===== src/rtl/uf_union_engine_pkg.sv =====
`default_nettype none
// ============================================================================
//  Module      : uf_pkg
//  Description : Shared types and helpers for the union-find engine: FSM
//                state encoding, default sizing constants and root min/max
//                helpers used when linking two trees.
//  Revision    : 1.0 - initial release
// ============================================================================
package uf_pkg;

    // Default sizing; the engine derives its real widths from its own DEPTH.
    localparam int UF_DEPTH_DEFAULT = 1000;
    localparam int AW               = $clog2(UF_DEPTH_DEFAULT);
    localparam int CW               = $clog2(UF_DEPTH_DEFAULT + 1);

    typedef enum logic [2:0] {
        S_IDLE  = 3'd0,
        S_INIT  = 3'd1,
        S_ISSUE = 3'd2,
        S_WAIT  = 3'd3,
        S_CHECK = 3'd4,
        S_LINK  = 3'd5
    } uf_state_t;

    function automatic int unsigned root_min(input int unsigned x, input int unsigned y);
        return (x < y) ? x : y;
    endfunction

    function automatic int unsigned root_max(input int unsigned x, input int unsigned y);
        return (x < y) ? y : x;
    endfunction

endpackage
`default_nettype wire


===== src/rtl/uf_union_engine_if.sv =====
`default_nettype none
// ============================================================================
//  Module      : uf_union_engine_if
//  Description : Edge request / merge result handshake of the union-find
//                engine.
//                master : upstream edge source, result consumer
//                slave  : the engine
//                edge_valid/edge_ready/edge_a/edge_b : edge request
//                res_valid/res_merged/res_root        : one-cycle result
//  Revision    : 1.0 - initial release
// ============================================================================
interface uf_union_engine_if
    import uf_pkg::*;
#(
    parameter int AW = 10
) ();
    logic          edge_valid;
    logic          edge_ready;
    logic [AW-1:0] edge_a;
    logic [AW-1:0] edge_b;
    logic          res_valid;
    logic          res_merged;
    logic [AW-1:0] res_root;

    modport master (
        output edge_valid, edge_a, edge_b,
        input  edge_ready, res_valid, res_merged, res_root
    );

    modport slave (
        input  edge_valid, edge_a, edge_b,
        output edge_ready, res_valid, res_merged, res_root
    );
endinterface
`default_nettype wire


===== src/rtl/uf_union_engine_chase_port.sv =====
`default_nettype none
// ============================================================================
//  Module      : uf_chase_port
//  Description : One root-chasing lane. Holds the current node, hop count and
//                done flag for one RAM read port, keeps ren/raddr stable for
//                RD_LAT cycles per hop and evaluates the returned parent.
//  Ports       : clk, rst_n        clock, async active-low reset
//                i_load/i_node     start a new chase at i_node
//                i_issue           engine is in ISSUE/WAIT
//                i_check           engine is in CHECK (rdata valid)
//                i_rdata           RAM read data
//                o_ren/o_raddr     RAM read port
//                o_hold_last       last cycle of the ren hold window
//                o_cur             current node (the root once done)
//                o_fin             lane is done after this CHECK
//                o_hop_lim         this CHECK would take hop count to DEPTH
//  Revision    : 1.0 - initial release
// ============================================================================
module uf_chase_port
    import uf_pkg::*;
#(
    parameter int DEPTH  = 1000,
    parameter int RD_LAT = 1,
    parameter int AW     = $clog2(DEPTH),
    parameter int CW     = $clog2(DEPTH + 1)
) (
    input  wire logic          clk,
    input  wire logic          rst_n,
    input  wire logic          i_load,
    input  wire logic [AW-1:0] i_node,
    input  wire logic          i_issue,
    input  wire logic          i_check,
    input  wire logic [AW-1:0] i_rdata,
    output logic               o_ren,
    output logic [AW-1:0]      o_raddr,
    output logic               o_hold_last,
    output logic [AW-1:0]      o_cur,
    output logic               o_fin,
    output logic               o_hop_lim
);
    localparam int HW = (RD_LAT > 1) ? $clog2(RD_LAT) : 1;

    logic [AW-1:0] r_cur;
    logic [CW-1:0] r_hop;
    logic          r_done;
    logic [HW-1:0] r_cnt;
    logic          w_self;

    assign w_self = (i_rdata == r_cur);

    always_ff @(posedge clk or negedge rst_n) begin
        if (!rst_n) begin
            r_cur  <= '0;
            r_hop  <= '0;
            r_done <= 1'b0;
            r_cnt  <= '0;
        end else if (i_load) begin
            r_cur  <= i_node;
            r_hop  <= '0;
            r_done <= 1'b0;
            r_cnt  <= '0;
        end else begin
            // The hold counter runs even for a finished lane so both lanes
            // agree on when the read window closes.
            if (i_issue) begin
                r_cnt <= r_cnt + HW'(1);
            end else begin
                r_cnt <= '0;
            end
            if (i_check && !r_done) begin
                if (w_self) begin
                    r_done <= 1'b1;
                end else begin
                    r_cur <= i_rdata;
                    r_hop <= r_hop + CW'(1);
                end
            end
        end
    end

    // A finished lane stops shifting the RAM read pipeline.
    assign o_ren       = i_issue && !r_done;
    assign o_raddr     = r_cur;
    assign o_hold_last = (r_cnt == HW'(RD_LAT - 1));
    assign o_cur       = r_cur;
    assign o_fin       = r_done || w_self;
    assign o_hop_lim   = i_check && !r_done && !w_self && (r_hop == CW'(DEPTH - 1));

endmodule
`default_nettype wire


===== src/rtl/uf_union_engine.sv =====
`default_nettype none
// ============================================================================
//  Module      : uf_union_engine
//  Description : Union-find engine driving a 2R+2W parent-pointer RAM.
//                Initialises parent[k]=k, then for each edge (a,b) chases both
//                roots in parallel and links the larger root under the
//                smaller one. Reports a per-edge result and component count.
//  Ports       : clk, rst_n            clock, async active-low reset
//                i_init_start          (re)initialise the parent table
//                o_init_done           table is identity / engine usable
//                bus (slave)           edge request / result handshake
//                o_comp_count          current number of components
//                o_err                 sticky: a chase exceeded DEPTH hops
//                o_ram_*               two read and two write RAM ports
//  Revision    : 1.0 - initial release
// ============================================================================
module uf_union_engine
    import uf_pkg::*;
#(
    parameter int DEPTH  = 1000,
    parameter int RD_LAT = 1,
    parameter int AW     = $clog2(DEPTH)
) (
    input  wire logic                       clk,
    input  wire logic                       rst_n,
    input  wire logic                       i_init_start,
    output logic                            o_init_done,
    uf_union_engine_if.slave                bus,
    output logic [$clog2(DEPTH+1)-1:0]      o_comp_count,
    output logic                            o_err,
    output logic [AW-1:0]                   o_ram_raddr [2],
    output logic                            o_ram_ren   [2],
    input  wire logic [AW-1:0]              i_ram_rdata [2],
    output logic [AW-1:0]                   o_ram_waddr [2],
    output logic                            o_ram_wen   [2],
    output logic [AW-1:0]                   o_ram_wdata [2]
);
    localparam int CW = $clog2(DEPTH + 1);

    if (RD_LAT < 1) begin : g_bad_rd_lat
        $fatal(1, "uf_union_engine: RD_LAT must be >= 1");
    end

    uf_state_t     r_state;
    uf_state_t     w_state_nx;
    logic [CW-1:0] r_k;
    logic          r_init_done;
    logic [CW-1:0] r_comp_count;
    logic          r_err;

    logic          w_ready;
    logic          w_accept;
    logic          w_issue;
    logic          w_check;
    logic          w_init_last;
    logic          w_port1_on;
    logic          w_merge;
    logic [AW-1:0] w_rmin;
    logic [AW-1:0] w_rmax;

    logic [AW-1:0] w_cur       [2];
    logic          w_fin       [2];
    logic          w_hop_lim   [2];
    logic          w_hold_last [2];

    logic          w_res_valid;
    logic          w_res_merged;
    logic [AW-1:0] w_res_root;
    logic          w_wen0;
    logic [AW-1:0] w_waddr0;
    logic [AW-1:0] w_wdata0;
    logic          w_wen1;
    logic [AW-1:0] w_waddr1;
    logic [AW-1:0] w_wdata1;
    logic          w_link_dec;
    logic          w_err_set;

    assign w_ready     = (r_state == S_IDLE) && r_init_done;
    assign w_accept    = bus.edge_valid && w_ready && !i_init_start;
    assign w_issue     = (r_state == S_ISSUE) || (r_state == S_WAIT);
    assign w_check     = (r_state == S_CHECK);
    assign w_init_last = (int'(r_k) + 2 >= DEPTH);
    assign w_port1_on  = (int'(r_k) + 1 < DEPTH);
    assign w_merge     = (w_cur[0] != w_cur[1]);
    assign w_rmin      = AW'(root_min(32'(w_cur[0]), 32'(w_cur[1])));
    assign w_rmax      = AW'(root_max(32'(w_cur[0]), 32'(w_cur[1])));

    for (genvar g = 0; g < 2; g++) begin : g_port
        uf_chase_port #(
            .DEPTH  (DEPTH),
            .RD_LAT (RD_LAT),
            .AW     (AW),
            .CW     (CW)
        ) u_chase (
            .clk         (clk),
            .rst_n       (rst_n),
            .i_load      (w_accept),
            .i_node      ((g == 0) ? bus.edge_a : bus.edge_b),
            .i_issue     (w_issue),
            .i_check     (w_check),
            .i_rdata     (i_ram_rdata[g]),
            .o_ren       (o_ram_ren[g]),
            .o_raddr     (o_ram_raddr[g]),
            .o_hold_last (w_hold_last[g]),
            .o_cur       (w_cur[g]),
            .o_fin       (w_fin[g]),
            .o_hop_lim   (w_hop_lim[g])
        );
    end

    always_ff @(posedge clk or negedge rst_n) begin
        if (!rst_n) begin
            r_state <= S_IDLE;
        end else begin
            r_state <= w_state_nx;
        end
    end

    always_comb begin
        w_state_nx   = r_state;
        w_res_valid  = 1'b0;
        w_res_merged = 1'b0;
        w_res_root   = '0;
        w_wen0       = 1'b0;
        w_waddr0     = '0;
        w_wdata0     = '0;
        w_wen1       = 1'b0;
        w_waddr1     = '0;
        w_wdata1     = '0;
        w_link_dec   = 1'b0;
        w_err_set    = 1'b0;
        case (r_state)
            S_IDLE: begin
                if (w_accept) begin
                    w_state_nx = S_ISSUE;
                end
            end
            S_INIT: begin
                w_wen0   = 1'b1;
                w_waddr0 = AW'(r_k);
                w_wdata0 = AW'(r_k);
                w_wen1   = w_port1_on;
                w_waddr1 = w_port1_on ? AW'(r_k + CW'(1)) : '0;
                w_wdata1 = w_port1_on ? AW'(r_k + CW'(1)) : '0;
                if (w_init_last) begin
                    w_state_nx = S_IDLE;
                end
            end
            S_ISSUE, S_WAIT: begin
                w_state_nx = (w_hold_last[0] && w_hold_last[1]) ? S_CHECK : S_WAIT;
            end
            S_CHECK: begin
                if (w_hop_lim[0] || w_hop_lim[1]) begin
                    // Runaway chase (corrupt table): give up on this edge.
                    w_state_nx  = S_IDLE;
                    w_res_valid = 1'b1;
                    w_res_root  = w_cur[0];
                    w_err_set   = 1'b1;
                end else if (w_fin[0] && w_fin[1]) begin
                    w_state_nx = S_LINK;
                end else begin
                    w_state_nx = S_ISSUE;
                end
            end
            S_LINK: begin
                w_state_nx   = S_IDLE;
                w_res_valid  = 1'b1;
                w_res_merged = w_merge;
                w_res_root   = w_rmin;
                w_wen0       = w_merge;
                w_waddr0     = w_merge ? w_rmax : '0;
                w_wdata0     = w_merge ? w_rmin : '0;
                w_link_dec   = w_merge;
            end
            default: begin
                w_state_nx = S_IDLE;
            end
        endcase
        // Re-initialisation wins over everything; an in-flight edge is
        // discarded without a result or a link write.
        if (i_init_start) begin
            w_state_nx   = S_INIT;
            w_res_valid  = 1'b0;
            w_res_merged = 1'b0;
            w_res_root   = '0;
            w_link_dec   = 1'b0;
            w_err_set    = 1'b0;
            if (r_state != S_INIT) begin
                w_wen0   = 1'b0;
                w_waddr0 = '0;
                w_wdata0 = '0;
            end
        end
    end

    always_ff @(posedge clk or negedge rst_n) begin
        if (!rst_n) begin
            r_k          <= '0;
            r_init_done  <= 1'b0;
            r_comp_count <= '0;
            r_err        <= 1'b0;
        end else if (i_init_start) begin
            r_k         <= '0;
            r_init_done <= 1'b0;
        end else begin
            if (r_state == S_INIT) begin
                r_k <= r_k + CW'(2);
                if (w_init_last) begin
                    r_init_done  <= 1'b1;
                    r_comp_count <= CW'(DEPTH);
                    r_err        <= 1'b0;
                end
            end
            if (w_link_dec) begin
                r_comp_count <= r_comp_count - CW'(1);
            end
            if (w_err_set) begin
                r_err <= 1'b1;
            end
        end
    end

    always_ff @(posedge clk) begin
        if (rst_n && w_accept) begin
            assert ((int'(bus.edge_a) < DEPTH) && (int'(bus.edge_b) < DEPTH))
                else $error("uf_union_engine: edge node index out of range");
        end
    end

    assign bus.edge_ready = w_ready;
    assign bus.res_valid  = w_res_valid;
    assign bus.res_merged = w_res_merged;
    assign bus.res_root   = w_res_root;
    assign o_init_done    = r_init_done;
    assign o_comp_count   = r_comp_count;
    assign o_err          = r_err;
    assign o_ram_wen[0]   = w_wen0;
    assign o_ram_waddr[0] = w_waddr0;
    assign o_ram_wdata[0] = w_wdata0;
    assign o_ram_wen[1]   = w_wen1;
    assign o_ram_waddr[1] = w_waddr1;
    assign o_ram_wdata[1] = w_wdata1;

endmodule
`default_nettype wire


===== src/flat_wrapper.sv =====
// flat-port wrapper written by rule: the top's interface ports become plain ports
module uf_union_engine_flat import uf_pkg::*;
#(
    parameter int DEPTH  = 1000,
    parameter int RD_LAT = 1,
    parameter int AW     = $clog2(DEPTH)
)
  (clk, rst_n, i_init_start, o_init_done, o_comp_count, o_err, o_ram_raddr, o_ram_ren, i_ram_rdata, o_ram_waddr, o_ram_wen, o_ram_wdata, bus_edge_valid, bus_edge_a, bus_edge_b, bus_edge_ready, bus_res_valid, bus_res_merged, bus_res_root);
  uf_union_engine_if #(.AW(AW)) bus_i ();
  input  wire logic clk;
  input  wire logic rst_n;
  input  wire logic i_init_start;
  output logic o_init_done;
  output logic [$clog2(DEPTH+1)-1:0] o_comp_count;
  output logic o_err;
  output logic [AW-1:0] o_ram_raddr[2];
  output logic o_ram_ren[2];
  input  wire logic [AW-1:0] i_ram_rdata[2];
  output logic [AW-1:0] o_ram_waddr[2];
  output logic o_ram_wen[2];
  output logic [AW-1:0] o_ram_wdata[2];
  input wire logic [$bits(bus_i.edge_valid)-1:0] bus_edge_valid;
  input wire logic [$bits(bus_i.edge_a)-1:0] bus_edge_a;
  input wire logic [$bits(bus_i.edge_b)-1:0] bus_edge_b;
  output wire logic [$bits(bus_i.edge_ready)-1:0] bus_edge_ready;
  output wire logic [$bits(bus_i.res_valid)-1:0] bus_res_valid;
  output wire logic [$bits(bus_i.res_merged)-1:0] bus_res_merged;
  output wire logic [$bits(bus_i.res_root)-1:0] bus_res_root;
  assign bus_i.edge_valid = bus_edge_valid;
  assign bus_i.edge_a = bus_edge_a;
  assign bus_i.edge_b = bus_edge_b;
  assign bus_edge_ready = bus_i.edge_ready;
  assign bus_res_valid = bus_i.res_valid;
  assign bus_res_merged = bus_i.res_merged;
  assign bus_res_root = bus_i.res_root;
  uf_union_engine #(.DEPTH(DEPTH), .RD_LAT(RD_LAT), .AW(AW)) u_core (.clk(clk), .rst_n(rst_n), .i_init_start(i_init_start), .o_init_done(o_init_done), .bus(bus_i), .o_comp_count(o_comp_count), .o_err(o_err), .o_ram_raddr(o_ram_raddr), .o_ram_ren(o_ram_ren), .i_ram_rdata(i_ram_rdata), .o_ram_waddr(o_ram_waddr), .o_ram_wen(o_ram_wen), .o_ram_wdata(o_ram_wdata));
endmodule

===== config.mk =====
export PLATFORM = sky130hd
export DESIGN_NAME = uf_union_engine_flat
export DESIGN_NICKNAME = d
export VERILOG_FILES = /design/src/rtl/uf_union_engine_pkg.sv /design/src/rtl/uf_union_engine_if.sv /design/src/rtl/uf_union_engine_chase_port.sv /design/src/rtl/uf_union_engine.sv /design/src/flat_wrapper.sv
export SDC_FILE = /design/constraint.sdc
export NUM_CORES = 1
export LEC_CHECK = 0
export CORE_MARGIN = 4
export CORE_UTILIZATION = 42
export DETAILED_ROUTE_END_ITERATION = 6
export PLACE_DENSITY = 0.75
export SLEW_MARGIN = 10
export SYNTH_ARGS = -nofsm -noshare
export SYNTH_HDL_FRONTEND = slang
export SYNTH_SLANG_ARGS = --single-unit

===== constraint.sdc =====
create_clock -name clk -period 2.8 [get_ports clk]
set_clock_uncertainty 0.2 [all_clocks]
set_input_delay 0.56 -clock clk [delete_from_list [all_inputs] [get_ports clk]]
set_output_delay 0.56 -clock clk [all_outputs]
set_load 0.02 [all_outputs]

==> reports/results.tsv <==
stage	metric	value	unit
finish	fin_nets	823	
power_and_ir_drop	ir_worst_vdd	0.2346	mV
routing	drc	0	
critical_path	worstPathCellList	inv_2 > ha_4 > a21o_1 > a21o_1 > a211oi_4 > o21ai_4 > buf_6 > o21ai_4 > a22o_1 > buf_6	
grt	grt_pass1_wl	25810	um
timing	rsz0062_at_grt	yes	
routing	dr.first_iter.drc_count	372	
critical_path	reg2reg_slack	0.13	ns
timing	timing.hold.ws	0.2641	ns
cts	clock_path_buffers	2	
critical_path	max_stage_delay	0.42	ns
yosys	async_reset_ff_share	100.0	%
critical_path	cp-start-kind	flip-flop	
routing	vias	5120	
routing	wire_per_inst	18.51	um
yosys	yosysWarnings	0	
yosys	synth.distinct_cells	67	
yosys	ys.flop_type	dfrtp_1	
cts	clk_latency	0.35	ns
finish	fin_util	71.59	%
floorplan	io-pin-count	133	
cts	htreeDepth	3	
floorplan	fp.dieH	113.6	um
critical_path	critPathKind	flip-flop to output port	
yosys	synth.cell_area	4686	sq um
critical_path	cp.required	2.04	ns
floorplan	fp.dieW	113.6	um
place	hpwlAfterDp	12010	um
critical_path	endpoint_kind	output port	
yosys	synth_edf_count	0	
floorplan	rows	38	
timing	setup_violations	33	
critical_path	critPathSlowestCell	dfrtp_2	
cts	cts_tree	yes	
timing	final-max-slew-violation-count	0	
critical_path	r2r-start	u_core.g_port[1].u_chase.o_cur[1]	
critical_path	cp_max_fo	8	
grt	grt_usage	25.12	%
finish	n_fill_cell	785	
timing	finalHoldViolCount	0	
yosys	synth.net_count	587	
timing	fmax	0.2930	GHz
cts	clock_tree.root_cell	clkbuf_8	
timing	relSlewSlack	65.60	%
place	numPortBuffers	132	
finish	design_area	7795	sq um
grt	grt_pass1_vias	5183	
job	cap_violations	0	
hold_path	min_path_type	flip-flop to flip-flop	
grt	overflow	0	
place	post_dp_cell_area	6923	sq um
power_and_ir_drop	power_density	307.0	nW/um^2
finish	diodes	0	
yosys	ys_seq_area_share	36.32	%
grt	grt_max_degree	35	
timing	final.setup.tns	-16.59	ns
grt	antenna_found_initial	0	
yosys	netlist_instances	529	
critical_path	rr_endpoint	u_core.o_comp_count[9]	
critical_path	reg2reg_depth	12	
timing	tightest_slew	0.5160	ns
hold_path	min-delay-start	u_core.g_port[1].u_chase.r_cnt	
timing	fin_crit_sh	121.9	%
routing	routed_wl	16840	um
outcome	failed_checks	negative setup slack	
routing	ant_nets	0	
cts	cts_buffers	9	
hold_path	worstHoldPathCells	1	
floorplan	die_area	12910	sq um
finish	drive_above_1_share	37.79	%
finish	area_growth	66.36	%
place	place.gp.congestion	0.9039	
floorplan	core_area	10890	sq um
timing	period_needed	3.413	ns
cts	clock_sinks	68	
power_and_ir_drop	leakagePower	0.003597	uW
routing	routed_via_density	5.626	
floorplan	initial_utilization	43.04	%
outcome	status	finished, violations left	
timing	setup_slack	-0.6131	ns
yosys	syn_area_per_cell	8.858	sq um
critical_path	critPathArrivalTime	2.65	ns
hold_path	hold_path_end	u_core.g_port[1].u_chase.r_cnt	
routing	first_pass_iters	6	
cts	clk_pin_slew	0.09	ns
yosys	ys_ff_latch	68	
sequential cells by signal, summed over array words and instances, names as in the netlist:
| signal | count |
|---|---|
| u_core.g_port.u_chase.r_cnt | 2 |
| u_core.o_err | 1 |
| u_core.r_k | 9 |
| u_core.o_comp_count | 10 |
| u_core.g_port.u_chase.r_done | 2 |
| u_core.g_port.u_chase.o_cur | 20 |
| u_core.r_state | 3 |
| u_core.g_port.u_chase.r_hop | 20 |
| u_core.o_init_done | 1 |
worst max path at each step:
| stage | startpoint | endpoint | cells past startpoint |
|---|---|---|---|
| final | u_core.g_port[1].u_chase.o_cur[3] | bus_res_root[3] | 10 |
| after detailed placement | i_ram_rdata[8] | bus_res_root[3] | 8 |
| after global placement | i_ram_rdata[8] | bus_res_root[0] | 8 |
| after global routing | u_core.g_port[1].u_chase.o_cur[3] | bus_res_root[3] | 10 |
| after floorplan | u_core.g_port[0].u_chase.o_cur[5] | bus_res_root[8] | 8 |
| after CTS | u_core.g_port[1].u_chase.o_cur[3] | bus_res_root[3] | 10 |
cell families after synthesis:
kind of cell,synth area share [%]
mux,5.154
flops,36.32
buf+inv,6.969
simple gates,22.94
compound gates,16.98
xor+xnor,7.664
fa+ha+maj,3.979
layout make-up:
type / count / area, sq um / share of cell area [%]
clock buffer: 10 / 137.6 / 1.766
sequential: 68 / 1715 / 22.01
clock inverter: 6 / 40.04 / 0.5136
timing repair buffer: 270 / 2534 / 32.50
multi-input combinational: 399 / 3127 / 40.11
tap: 140 / 175.2 / 2.247
inverter: 17 / 66.31 / 0.8507
power breakdown:
part / switching (uW) / leakage [uW] / internal (uW) / total [uW]
Clock: 407 / 0.0000920 / 344 / 751
Sequential: 24.4 / 0.000858 / 1000 / 1030
Combinational: 300 / 0.00265 / 315 / 615
Total: 731 / 0.00360 / 1660 / 2390
cell usage in the layout, fill, tap and decap left out, types with 8 or more instances in the layout:
master and instances:
buf_4 114, clkdlybuf4s50_1 60, dfrtp_1 57, nand2_1 55, nor2_1 49, buf_6 46
dlygate4sd2_1 34, xor2_1 31, nand4_1 17, o21ai_2 17, and3_1 16, nand3_1 12
a21oi_1 12, inv_1 11, dfrtp_2 11, mux2i_2 10, clkbuf_8 10, mux2i_1 9
o21ai_0 9, ha_4 9, a22o_1 8, xnor2_1 8
repair_timing:
action	in CTS	in global routing
pin swaps	32	25
hold buffers	1	0
gates cloned	3	1
buffers inserted	27	7
endpoints found under the hold margin	18	0
endpoints found under the setup margin	54	58
gates resized for setup	242	88
worst max-delay path: cells and delay by family, from the launching register on:
family	cells	cell delay (ns)
DFF	1	0.42
adders and majority gates	1	0.20
AOI/OAI and AO/OA	6	1.31
buffers and inverters	3	0.37
metrics by stage:
stage | total power [uW] | cells | setup slack (ns)
after detailed placement | 1531 | 862 | -1.164
after CTS | 2316 | 907 | -0.5223
final | 2393 | 910 | -0.6131
after global routing | 2483 | 910 | -0.6714
after global placement | 1516 | 862 | -1.128
after floorplan | 1262 | 529 | -0.01681
metal layers:
metal / routed length [um] / part of all wire [%] / up-vias / track usage (%)
li1: - / - / 2366 / -
met1: 6799 / 40 / 2513 / 30.52
met2: 8685 / 52 / 217 / 45.66
met3: 1094 / 6.5 / 24 / 4.403
met4: 263 / 1.6 / 0 / 6.811
met5: 0 / 0 / - / 0
cell usage after synthesis, types with 4 or more instances:
master,instances,area [sq um]
mux2i_1,23,230.2
buf_4,19,142.6
a22o_1,9,78.83
xor2_1,33,289.0
a221o_1,5,50.05
inv_1,17,63.81
ha_1,14,175.2
nand3_1,12,60.06
buf_2,9,45.04
nand4_1,17,106.4
o21ai_0,28,140.1
nand2b_1,5,31.28
o221a_1,6,67.56
xnor2_1,8,70.07
a21oi_1,15,75.07
nor3_1,6,30.03
clkbuf_1,15,56.30
dfrtp_1,68,1702
nor2_1,55,206.5
nor4_1,5,31.28
a21o_1,6,45.04
and2_1,7,43.79
o311ai_1,6,52.55
and3_1,18,112.6
o31ai_1,4,30.03
nand2_1,57,214.0
Power figures use the tool's default switching activity.
